<file path="config.mk">
export PLATFORM = sky130hd
export DESIGN_NAME = muldiv_unit
export DESIGN_NICKNAME = d
export VERILOG_FILES = /design/src/rtl/muldiv_unit.sv
export SDC_FILE = /design/constraint.sdc
export NUM_CORES = 1
export LEC_CHECK = 0
export ABC_AREA = 1
export CORE_MARGIN = 2
export CORE_UTILIZATION = 42
export CTS_CLUSTER_DIAMETER = 80
export DETAILED_ROUTE_END_ITERATION = 8
export PLACE_DENSITY = 0.65
export SLEW_MARGIN = 20
export SYNTH_ARGS = -nofsm -noshare
export SYNTH_HDL_FRONTEND = slang
export SYNTH_SLANG_ARGS = --single-unit
</file>
<file path="constraint.sdc">
create_clock -name clk -period 3.58 [get_ports clk]
set_clock_uncertainty 0.15 [all_clocks]
set_input_delay 0.716 -clock clk [delete_from_list [all_inputs] [get_ports clk]]
set_output_delay 0.716 -clock clk [all_outputs]
set_load 0.03 [all_outputs]
</file>
<file path="src/rtl/muldiv_unit.sv">
// Iterative multiply/divide unit with HI/LO architectural registers.
// One result bit per cycle: shift-add multiply, restoring divide, fixed latency.
module muldiv_unit #(
    parameter int DATA_WIDTH = 32
) (
    input  logic                  clk,
    input  logic                  rst,
    input  logic                  en,
    input  logic                  start,
    input  logic [1:0]            op,
    input  logic [DATA_WIDTH-1:0] srcA,
    input  logic [DATA_WIDTH-1:0] srcB,
    input  logic                  flush,
    input  logic                  we_hi,
    input  logic                  we_lo,
    input  logic [DATA_WIDTH-1:0] wdata,
    output logic                  busy,
    output logic                  done,
    output logic                  div_by_zero,
    output logic [DATA_WIDTH-1:0] hi,
    output logic [DATA_WIDTH-1:0] lo
);

    localparam int W  = DATA_WIDTH;
    localparam int CW = $clog2(DATA_WIDTH);

    typedef enum logic [1:0] {IDLE, PREP, CALC, FIX} state_t;

    state_t          state, state_n;
    logic [CW-1:0]   cnt;
    logic [1:0]      op_q;
    logic [W-1:0]    a_q, b_q, opnd;
    logic [2*W-1:0]  acc;
    logic            neg_q, neg_r;

    logic            signed_op, is_div, last_iter, div0;
    logic [W-1:0]    mag_a, mag_b;
    logic [W:0]      mul_sum, div_trial, div_diff;
    logic            div_ge;
    logic [W-1:0]    div_rem;
    logic [2*W-1:0]  mul_next, div_next, prod_fix;
    logic [W-1:0]    quo_fix, rem_fix;

    always_ff @(posedge clk or negedge rst) begin
        if (!rst) begin
            state <= IDLE;
        end else begin
            state <= state_n;
        end
    end

    always_comb begin
        state_n = state;
        if (en) begin
            case (state)
                IDLE: if (start && !flush) state_n = PREP;
                PREP: state_n = flush ? IDLE : CALC;
                CALC: begin
                    if (flush)          state_n = IDLE;
                    else if (last_iter) state_n = FIX;
                end
                FIX:  state_n = IDLE;
                default: state_n = IDLE;
            endcase
        end
    end

    always_comb begin
        busy      = (state != IDLE);
        signed_op = ~op_q[0];
        is_div    = op_q[1];
        last_iter = (cnt == CW'(W - 1));
        div0      = is_div && (b_q == '0);
        mag_a     = (signed_op && a_q[W-1]) ? -a_q : a_q;
        mag_b     = (signed_op && b_q[W-1]) ? -b_q : b_q;

        // acc holds {partial product, remaining multiplier} and shifts right
        mul_sum   = {1'b0, acc[2*W-1:W]} + {1'b0, opnd & {W{acc[0]}}};
        mul_next  = {mul_sum, acc[W-1:1]};

        // acc holds {remainder, dividend/quotient} and shifts left
        div_trial = {acc[2*W-1:W], acc[W-1]};
        div_diff  = div_trial - {1'b0, opnd};
        div_ge    = ~div_diff[W];
        div_rem   = div_ge ? div_diff[W-1:0] : div_trial[W-1:0];
        div_next  = {div_rem, acc[W-2:0], div_ge};

        prod_fix  = neg_q ? -acc : acc;
        quo_fix   = neg_q ? -acc[W-1:0] : acc[W-1:0];
        rem_fix   = neg_r ? -acc[2*W-1:W] : acc[2*W-1:W];
    end

    always_ff @(posedge clk or negedge rst) begin
        if (!rst) begin
            cnt         <= '0;
            op_q        <= '0;
            a_q         <= '0;
            b_q         <= '0;
            opnd        <= '0;
            acc         <= '0;
            neg_q       <= 1'b0;
            neg_r       <= 1'b0;
            hi          <= '0;
            lo          <= '0;
            done        <= 1'b0;
            div_by_zero <= 1'b0;
        end else if (en) begin
            done <= 1'b0;
            case (state)
                IDLE: begin
                    if (we_hi) hi <= wdata;
                    if (we_lo) lo <= wdata;
                    if (start && !flush) begin
                        op_q <= op;
                        a_q  <= srcA;
                        b_q  <= srcB;
                    end
                end
                PREP: begin
                    acc   <= {{W{1'b0}}, (is_div ? mag_a : mag_b)};
                    opnd  <= is_div ? mag_b : mag_a;
                    neg_q <= signed_op & (a_q[W-1] ^ b_q[W-1]);
                    neg_r <= signed_op & a_q[W-1];
                    cnt   <= '0;
                end
                CALC: begin
                    if (flush || last_iter) begin
                        cnt <= '0;
                    end else begin
                        cnt <= cnt + 1'b1;
                    end
                    if (!flush) acc <= is_div ? div_next : mul_next;
                end
                FIX: begin
                    if (!flush) begin
                        done        <= 1'b1;
                        div_by_zero <= div0;
                        if (!is_div) begin
                            hi <= prod_fix[2*W-1:W];
                            lo <= prod_fix[W-1:0];
                        end else if (div0) begin
                            hi <= a_q;
                            lo <= '1;
                        end else begin
                            hi <= rem_fix;
                            lo <= quo_fix;
                        end
                    end
                end
                default: ;
            endcase
        end
    end

endmodule

</file>
### Yosys cells after proc, flatten, opt, wreduce, memory -nomap -nowiden

Cells that the tools add are included.

* $add $sub $neg: 8
* equal/unequal tests: 10
* multiplexer cells: 30
* bitwise gates (word level): 7
* reduce and logical (&&, ||, !) cells: 19

Operator list (number)
* 32-bit 2-to-1 mux: 15
* 64-bit 2-to-1 mux: 3
* 32-bit negation: 4
* 32-bit one-hot mux with 2 select lines: 2
* 64-bit one-hot mux with 2 select lines: 1
* 64-bit negation: 1
* 32-bit by 32-bit adder with 33-bit output: 1
* 33-bit by 32-bit subtractor with 33-bit output: 1
* 32-bit bitwise AND: 1
* 32-bit zero test: 1
* 3-bit AND reduction: 4
* 2-bit inequality test, second input constant: 5
* 5-bit one-hot mux with 2 select lines: 1
* 2-bit 2-to-1 mux: 4
* 2-bit one-hot mux with 4 select lines: 1
* 4-bit AND reduction: 2
* 2-bit nonzero test: 3
* 5-bit by 1-bit adder with 5-bit output, second input constant: 1
* 5-bit equality test, second input constant: 1
* 5-bit 2-to-1 mux: 1
* 2-bit equality test, second input constant: 2
* 1-bit logical AND: 4
* 2-bit AND reduction: 2
* 3-bit inequality test, second input constant: 1
* other kinds (8): 12

* bits in registers: 237
* input port bits: 105
* output and inout port bits: 67

### Longest topological paths before layout

Gate-level depths: netlist (run 1).

* word-level depth: 6
* mapped depth: 22

### Worst setup path after synthesis (run 1)

No wires, ideal clock.

* kind: register -> register
* start: register acc[0]
* end: register acc[61]
* arrival time: 2.416 ns
* required time: 3.314 ns
* setup slack: 0.898 ns
* stages on the path, launching flop included: 22
* buffers on the path: 2
* period minus slack after synthesis: 2.682 ns
* cells stage by stage: dfrtp_1 -> buf_2 -> clkbuf_1 -> nand2_1 -> inv_1 -> ha_1 -> inv_1 -> fa_1 -> inv_1 -> nand3_1 -> nand3_1 -> nand2_1 -> nand2_1 -> nand2_1 -> nand2_1 -> nand2_1 -> nand3_1 -> nand3_1 -> nand2_1 -> inv_1 -> nand2_1 -> nand2_1

* cells in the longest elaborated chain, start to end: 5

Ends and longest elaborated chain
* start: declaration: line 33 `logic [2*W-1:0] acc;`
* start signal: assignment: line 120 `acc <= {{W{1'b0}}, (is_div ? mag_a : mag_b)};`
* start signal: assignment: line 132 `if (!flush) acc <= is_div ? div_next : mul_next;`
* 32-bit bitwise AND: line 78 `mul_sum = {1'b0, acc[2*W-1:W]} + {1'b0, opnd & {W{acc[0]}}};`
* 32-bit by 32-bit adder with 33-bit output: line 78
* 64-bit 2-to-1 mux (2 in a row): line 132
* 64-bit one-hot mux with 2 select lines: line 109 `case (state)`

Every way passes these cells. The select of a mux whose other input is x is not followed.
A chain may end at the register's enable or synchronous reset.

### Worst setup path in the final report (run 1)

* start: register state[0]
* end: output busy

* cells in the longest elaborated chain, start to end: 1

Ends and longest elaborated chain
* start: declaration: line 29 `state_t state, state_n;`
* start signal: assignment: line 48 `state <= state_n;`
* 2-bit nonzero test: line 69 `busy = (state != IDLE);`
* end: declaration: line 17 `output logic busy,`

Every way passes these cells.

==> key figures, run 1 <==
Synthesis
  – Async S/R FF share, synth: 1.00
  – Synthesized area per cell: 5.89 µm²
  – #FFs+latches synth: 237
  – Netlist Area Pre-Place: 0.0224 mm²
  – Seq/Total Area, Yosys: 0.265
  – Net Count, Synth: 3983
  – Ys flop type: dfrtp_1
  – Synthesis Warnings: 0
  – Number of synthesized flops with an enable pin: 0
  – Leading area contributor after synthesis: dfrtp_1
  – Post-Synthesis Cells: 3802
  – Synth top area share: 0.265
  – Synth unique cells: 50
  – Top post-synthesis cells by area: dfrtp_1 (26%), nand2_1 (19%), nand3_1 (8.9%)

Route
  – Drt pass-1 iters: 6
  – WL met2: 37700 µm
  – DRC Markers: 0
  – Final ANT Viol Nets: 0
  – DR top layer: met5
  – WL final: 93100 µm
  – WL/cell: 20.1 µm
  – Met1 wire length: 41600 µm
  – Vias per inst: 5.43
  – DR WL met3: 9440 µm
  – Total vias in the final route: 25200
  – Drt first-iter violations: 3138

Power and ir drop
  – Switching Share: 0.574
  – Pwr Density: 984 mW/mm²
  – P_leak: 13.4 nW
  – Clock power share: 0.122
  – P_sw: 0.0146 W
  – Worst VDD drop: 0.513 mV
  – Int Power: 0.0109 W
  – Sequential fraction of design power: 0.214
  – Logic pwr share: 0.664
  – Design Power: 0.0255 W

Clock tree
  – CTS clk-pin slew, worst paths: 0.06 ns
  – # clock sinks: 237
  – H-tree depth: 1
  – CTS Root Cell: clkbuf_16
  – CTS Buf Count: 31
  – Skew-Pair Late Insertion Delay: 0.61 ns
  – Post CTS Setup Buffer Count: 0
  – Clk buf depth: 3
  – CTS tree: done

Floorplanning
  – Die Area: 0.0552 mm²
  – Initial Utilization: 0.425
  – Core ar.: 0.0527 mm²
  – Die Wd: 235 µm
  – Site Rows: 84
  – Height of the die: 235 µm
  – Ports: 172

STA
  – Final Cycle Share: 0.850
  – Fin. max-slew vios: 0
  – Final setup vio count: 0
  – Max-slew headroom: 0.365
  – Max Clock Freq: 328 MHz
  – Worst-margin pin slew: 0.946 ns
  – Tmin final: 3.04 ns
  – Setup TNS: 0 ns
  – Final Hold Fails: 0
  – RSZ-0062 raised after global routing: false

Critical path
  – R2r endpoint: acc[62]
  – Reg2Reg Depth: 18
  – Peak per-stage delay on the critical path: 0.68 ns
  – Critical path fanouts, max: 6
  – CP Data Arrival Time: 2.18 ns
  – WP buf/inv: 3
  – Critical Path Start Type: flop
  – Crit Path Category: flop to output pin
  – Reg2reg start: acc[32]
  – Worst R2R Setup Slack: 0.54 ns
  – Crit path max-delay cell type: clkdlybuf4s50_1
  – CP Capture Type: output pin
  – WP data required: 2.71 ns
  – Cell Chain, Critical Path: inv_1 -> ha_1 -> inv_1 -> clkdlybuf4s50_1
  – Critical Path Most Common Cell: inv_1
  – CP top delay family: buffers and inverters

Global route
  – First-pass GRT wire length: 141000 µm
  – Largest net degree at the start of global routing: 184
  – Gr usage total: 0.330
  – Initial antenna violation count: 1
  – Vias in the first global route: 23000
  – GR Overflow Total: 0

Worst hold path
  – Hold Crit Class: flop to flop
  – HP Start: cnt[4]
  – Worst Hold Path EP: cnt[4]
  – Hold Path Depth: 2

Run status
  – Outcome: finished, final reports clean

Placement
  – HPWL after DPL: 73100 µm
  – Post-Place Cell Area: 0.0249 mm²
  – Port Buffers: 171
  – GPL Wtd Cong: 1.02

Finish
  – Fin area: 0.0259 mm²
  – Most common cell after layout, fill and taps aside: nand2_1
  – N_diodes: 0
  – Most frequent cells in the layout: nand2_1 (1157), inv_1 (523), nor2_1 (483), nand3_1 (398), a21oi_1 (293)
  – Nets: 4102
  – Area grow syn2layout: 15.7%
  – Ratio of cells with drive above 1 in the final layout: 0.0482

Flow run
  – Total of max-cap violations: 0
==> tightest hold or removal path, delay by kind of cell (launching register included) <==
| family | cells | cell delay (ns) |
|---|---|---|
| DFF | 1 | 0.35 |
| and+or+nand+nor | 2 | 0.11 |
==> cell type report <==
class	count	area, µm²
Clock buffer	42	857
Clock inverter	14	141
Fill cell	5613	26800
Inverter	533	2000
Multi-Input combinational cell	2889	13800
Sequential cell	237	5940
Tap cell	688	861
Timing Repair Buffer	229	2250
==> kinds of logic (layout without fill, tap and decap cells) <==
| kind of cell | Yosys count | count (layout) | synth area share |
|---|---|---|---|
| compound gates | 542 | 542 | 0.130 |
| xor+xnor | 93 | 93 | 0.0364 |
| fa+ha+maj | 76 | 76 | 0.0432 |
| buf+inv | 676 | 818 | 0.118 |
| flops | 237 | 237 | 0.265 |
| mux | 7 | 7 | 0.00352 |
| simple gates | 2171 | 2171 | 0.404 |
==> synthesized netlist by cell type, types with 12 or more instances <==
cell and number:
ha_1 74, clkbuf_1 90, o21ai_0 172, and2_1 12, inv_1 525, buf_2 22
a31oi_1 12, nor2_1 483, a21oi_1 294, dfrtp_1 237, nor3_1 29, o211ai_1 15
nand4_1 33, nand2_1 1157, nand3_1 399, xor2_1 82, nor2_2 13, buf_1 18
==> registers in the layout, summed over array words and instances, names as in the netlist, 2 cells and up <==
signal,flops
lo,32
hi,32
acc,64
a_q,32
op_q,2
opnd,32
b_q,32
state,2
cnt,5
==> power groups by stage <==
stage / Sequential (W) / Combinational (W) / Clock (W)
6_report: 0.00545 / 0.0169 / 0.00311
3_3_place_gp: 0.00538 / 0.0164 / 0
5_1_grt: 0.00552 / 0.0186 / 0.00324
3_5_place_dp: 0.00537 / 0.0164 / 0
4_1_cts: 0.00534 / 0.0165 / 0.00312
2_1_floorplan: 0.00544 / 0.0105 / 0
==> worst max-delay path by stage <==
stage	from	end	slack, ns	cells past startpoint
2_1_floorplan	acc[0]	acc[61]	0.90	21
3_3_place_gp	acc[0]	acc[53]	0.65	17
3_5_place_dp	acc[32]	acc[57]	0.60	18
4_1_cts	state[0]	busy	0.52	4
5_1_grt	acc[32]	acc[58]	0.26	18
6_report	state[0]	busy	0.54	4
==> stage by stage <==
stage | setup slack (ns) | std cells | hold WS [ns] | utilization
final | 0.536 | 4632 | 0.339 | 0.492
after floorplan | 0.898 | 3802 | 0.270 | -
after detailed placement | 0.604 | 4575 | 0.326 | 0.472
after global placement | 0.651 | 4575 | 0.322 | 0.472
after CTS | 0.516 | 4632 | 0.342 | 0.492
after global routing | 0.262 | 4632 | 0.364 | 0.492
==> what timing repair did <==
item	CTS	global route
hold buffers	1	0
hold endpoints to repair	60	0
resized for setup	0	0
==> per-layer routing <==
metal,global-route usage,vias up
met1,0.494,11500
met4,0.130,2
met2,0.472,1188
li1,-,12300
met5,0,-
met3,0.0490,189
Power figures use the tool's default switching activity.
==> inputs of run 2 (changes only) <==
==> constraint.sdc (replaced) <==
create_clock -name clk -period 3.8 [get_ports clk]
set_clock_uncertainty 0.15 [all_clocks]
set_input_delay 0.76 -clock clk [delete_from_list [all_inputs] [get_ports clk]]
set_output_delay 0.76 -clock clk [all_outputs]
set_load 0.03 [all_outputs]
==> run 2 against run 1 <==
Compared with the run above: via count increased by 0.12%; clock power decreased by 5%; setup slack improved by 0.15 ns; highest routed layer unchanged; sequential power decreased by 3%; first-iteration DRC count decreased by 2.2%; global-route usage decreased by 0.088 points; wire length about the same; sequential share of layout area increased by 0.096 points; combinational power decreased by 7%; largest power group unchanged; cell count decreased by 0.32%; largest cell class unchanged.
==> key figures, run 2 (synthesized netlist as in run 1, its figures left out) <==
Run status
  – Outcome: finished, final reports clean

Power and ir drop
  – Clock power share: 0.123
  – P_sw: 0.0138 W
  – Pwr Density: 932 mW/mm²
  – Worst VDD drop: 0.783 mV
  – Logic pwr share: 0.657
  – P_leak: 13.3 nW
  – Switching Share: 0.574
  – Sequential fraction of design power: 0.220
  – Int Power: 0.0102 W

Finish
  – Filler Cells Inserted: 5605
  – Area occupied by multi-input gates: 0.0138 mm²
  – Final Util: 0.490
  – Area grow syn2layout: 15.2%
  – Max FFs per register: 64
  – Most common cell after layout, fill and taps aside: nand2_1
  – Finished Layout Cells: 4617
  – Nets: 4086
  – Ratio of cells with drive above 1 in the final layout: 0.0456
  – Most frequent cells in the layout: nand2_1 (1157), inv_1 (523), nor2_1 (483), nand3_1 (398), a21oi_1 (293)
  – Register area: 0.00594 mm²
  – Largest register by flop count: acc

STA
  – Setup TNS: 0 ns
  – Final Cycle Share: 0.820
  – Final Hold Fails: 0
  – Tmin final: 3.12 ns
  – Fin. max-slew vios: 0
  – Worst-margin pin slew: 1.03 ns
  – Final setup vio count: 0
  – Final worst slack: 0.684 ns
  – RSZ-0062 raised after global routing: false
  – Max-slew headroom: 0.310
  – Max Clock Freq: 321 MHz

Floorplanning
  – Core ar.: 0.0527 mm²
  – Die Wd: 235 µm
  – Site Rows: 84
  – Die Area: 0.0552 mm²
  – Initial Utilization: 0.425
  – Ports: 172
  – Height of the die: 235 µm

Route
  – Met1 wire length: 41200 µm
  – DRC Markers: 0
  – WL met2: 38200 µm
  – Total vias in the final route: 25200
  – DR top layer: met5
  – Final ANT Viol Nets: 0
  – WL final: 93100 µm
  – Vias per inst: 5.46
  – Drt pass-1 iters: 6
  – WL/cell: 20.2 µm
  – DR WL met3: 10000 µm
  – Drt first-iter violations: 3070

Global route
  – First-pass GRT wire length: 141000 µm
  – Vias in the first global route: 23200
  – Gr usage total: 0.329
  – GR Overflow Total: 0
  – Largest net degree at the start of global routing: 184
  – Initial antenna violation count: 1

Worst hold path
  – Hold Crit Class: flop to flop

Placement
  – GPL Wtd Cong: 1.03
  – Port Buffers: 171
  – HPWL after DPL: 73300 µm
  – Dpl cells: 4561
  – Place WS: 0.765 ns

Clock tree
  – H-tree depth: 1
  – # clock sinks: 237
  – Clk buf depth: 3
  – Post_cts resized: 0
  – CTS tree: done
  – CTS Buf Count: 29
  – CTS Root Cell: clkbuf_16
  – CTS clk-pin slew, worst paths: 0.06 ns
  – Skew-Pair Late Insertion Delay: 0.60 ns

Critical path
  – Critical Path Start Type: flop
  – Peak per-stage delay on the critical path: 0.59 ns
  – Cell Chain, Critical Path: inv_1 -> fa_1 -> inv_1 -> nand2_1 -> nand2_1 -> nand3_1 -> nand2_2 -> nand2_1 -> nand2_2 -> nand2_2 -> nand2_2 -> nand2_1 -> nand2_4 -> nand2_1 -> nand2_1 -> nand2_1 -> nand2_1 -> nand2_1
  – Critical Path Most Common Cell: nand2_1
  – CP Data Arrival Time: 3.46 ns
  – Crit path max-delay cell type: dfrtp_1
  – WP data required: 4.15 ns
  – Crit Path Category: flop to flop
  – CP Capture Type: flop
  – Critical path fanouts, max: 33

Flow run
  – Total of max-cap violations: 0
[run 2: layout make-up]
type	instances	area share
Multi-Input combinational cell	2889	0.537
Sequential cell	237	0.230
Timing Repair Buffer	215	0.0829
Inverter	533	0.0777
Tap cell	688	0.0334
Clock buffer	36	0.0311
Clock inverter	18	0.00791
Antenna cell	1	0.0000971
[run 2: what timing repair did]
item / in CTS / in global routing
endpoints found under the hold margin: 46 / 0
hold buffers: 1 / 0
buffers inserted: 0 / 0
[run 2: critical path: cells and delay by family (launching register included)]
family                   cells  cell delay [ns]
adder cells (fa/ha/maj)      1             0.47
buffers and inverters        2             0.38
flip-flops                   1             0.59
AND/OR/NAND/NOR             15             1.40
[run 2: path summary, 6_finish.rpt]
path,startpoint,endpoint,slack (ns),cells after the start
max,acc[32],acc[62],0.68,18
min,lo[25],lo[25],0.33,2
max reg2reg,acc[32],acc[62],0.68,18
min reg2reg,lo[25],lo[25],0.33,2
max in group asynchronous,rst,hi[27],2.04,3
min in group asynchronous,rst,b_q[20],0.55,2
[run 2: routing by layer]
metal / vias to the layer above / GRT usage
met5: - / 0
li1: 12200 / -
met1: 11500 / 0.474
met3: 171 / 0.0804
met2: 1277 / 0.478
met4: 2 / 0.111
[run 2: power groups by stage]
stage	clock [W]	sequential (W)	combinational, W
2_1_floorplan	0	0.00513	0.00989
3_3_place_gp	0	0.00521	0.0153
3_5_place_dp	0	0.00520	0.0153
4_1_cts	0.00298	0.00516	0.0154
5_1_grt	0.00309	0.00536	0.0173
6_report	0.00295	0.00528	0.0158
[run 2: per-stage QoR]
stage | area (µm²) | hold WS (ns) | total power [W]
2_1_floorplan | 22400 | 0.306 | 0.0150
4_1_cts | 25800 | 0.338 | 0.0235
3_3_place_gp | 24800 | 0.321 | 0.0206
5_1_grt | 25800 | 0.370 | 0.0258
6_report | 25800 | 0.334 | 0.0240
3_5_place_dp | 24800 | 0.323 | 0.0205
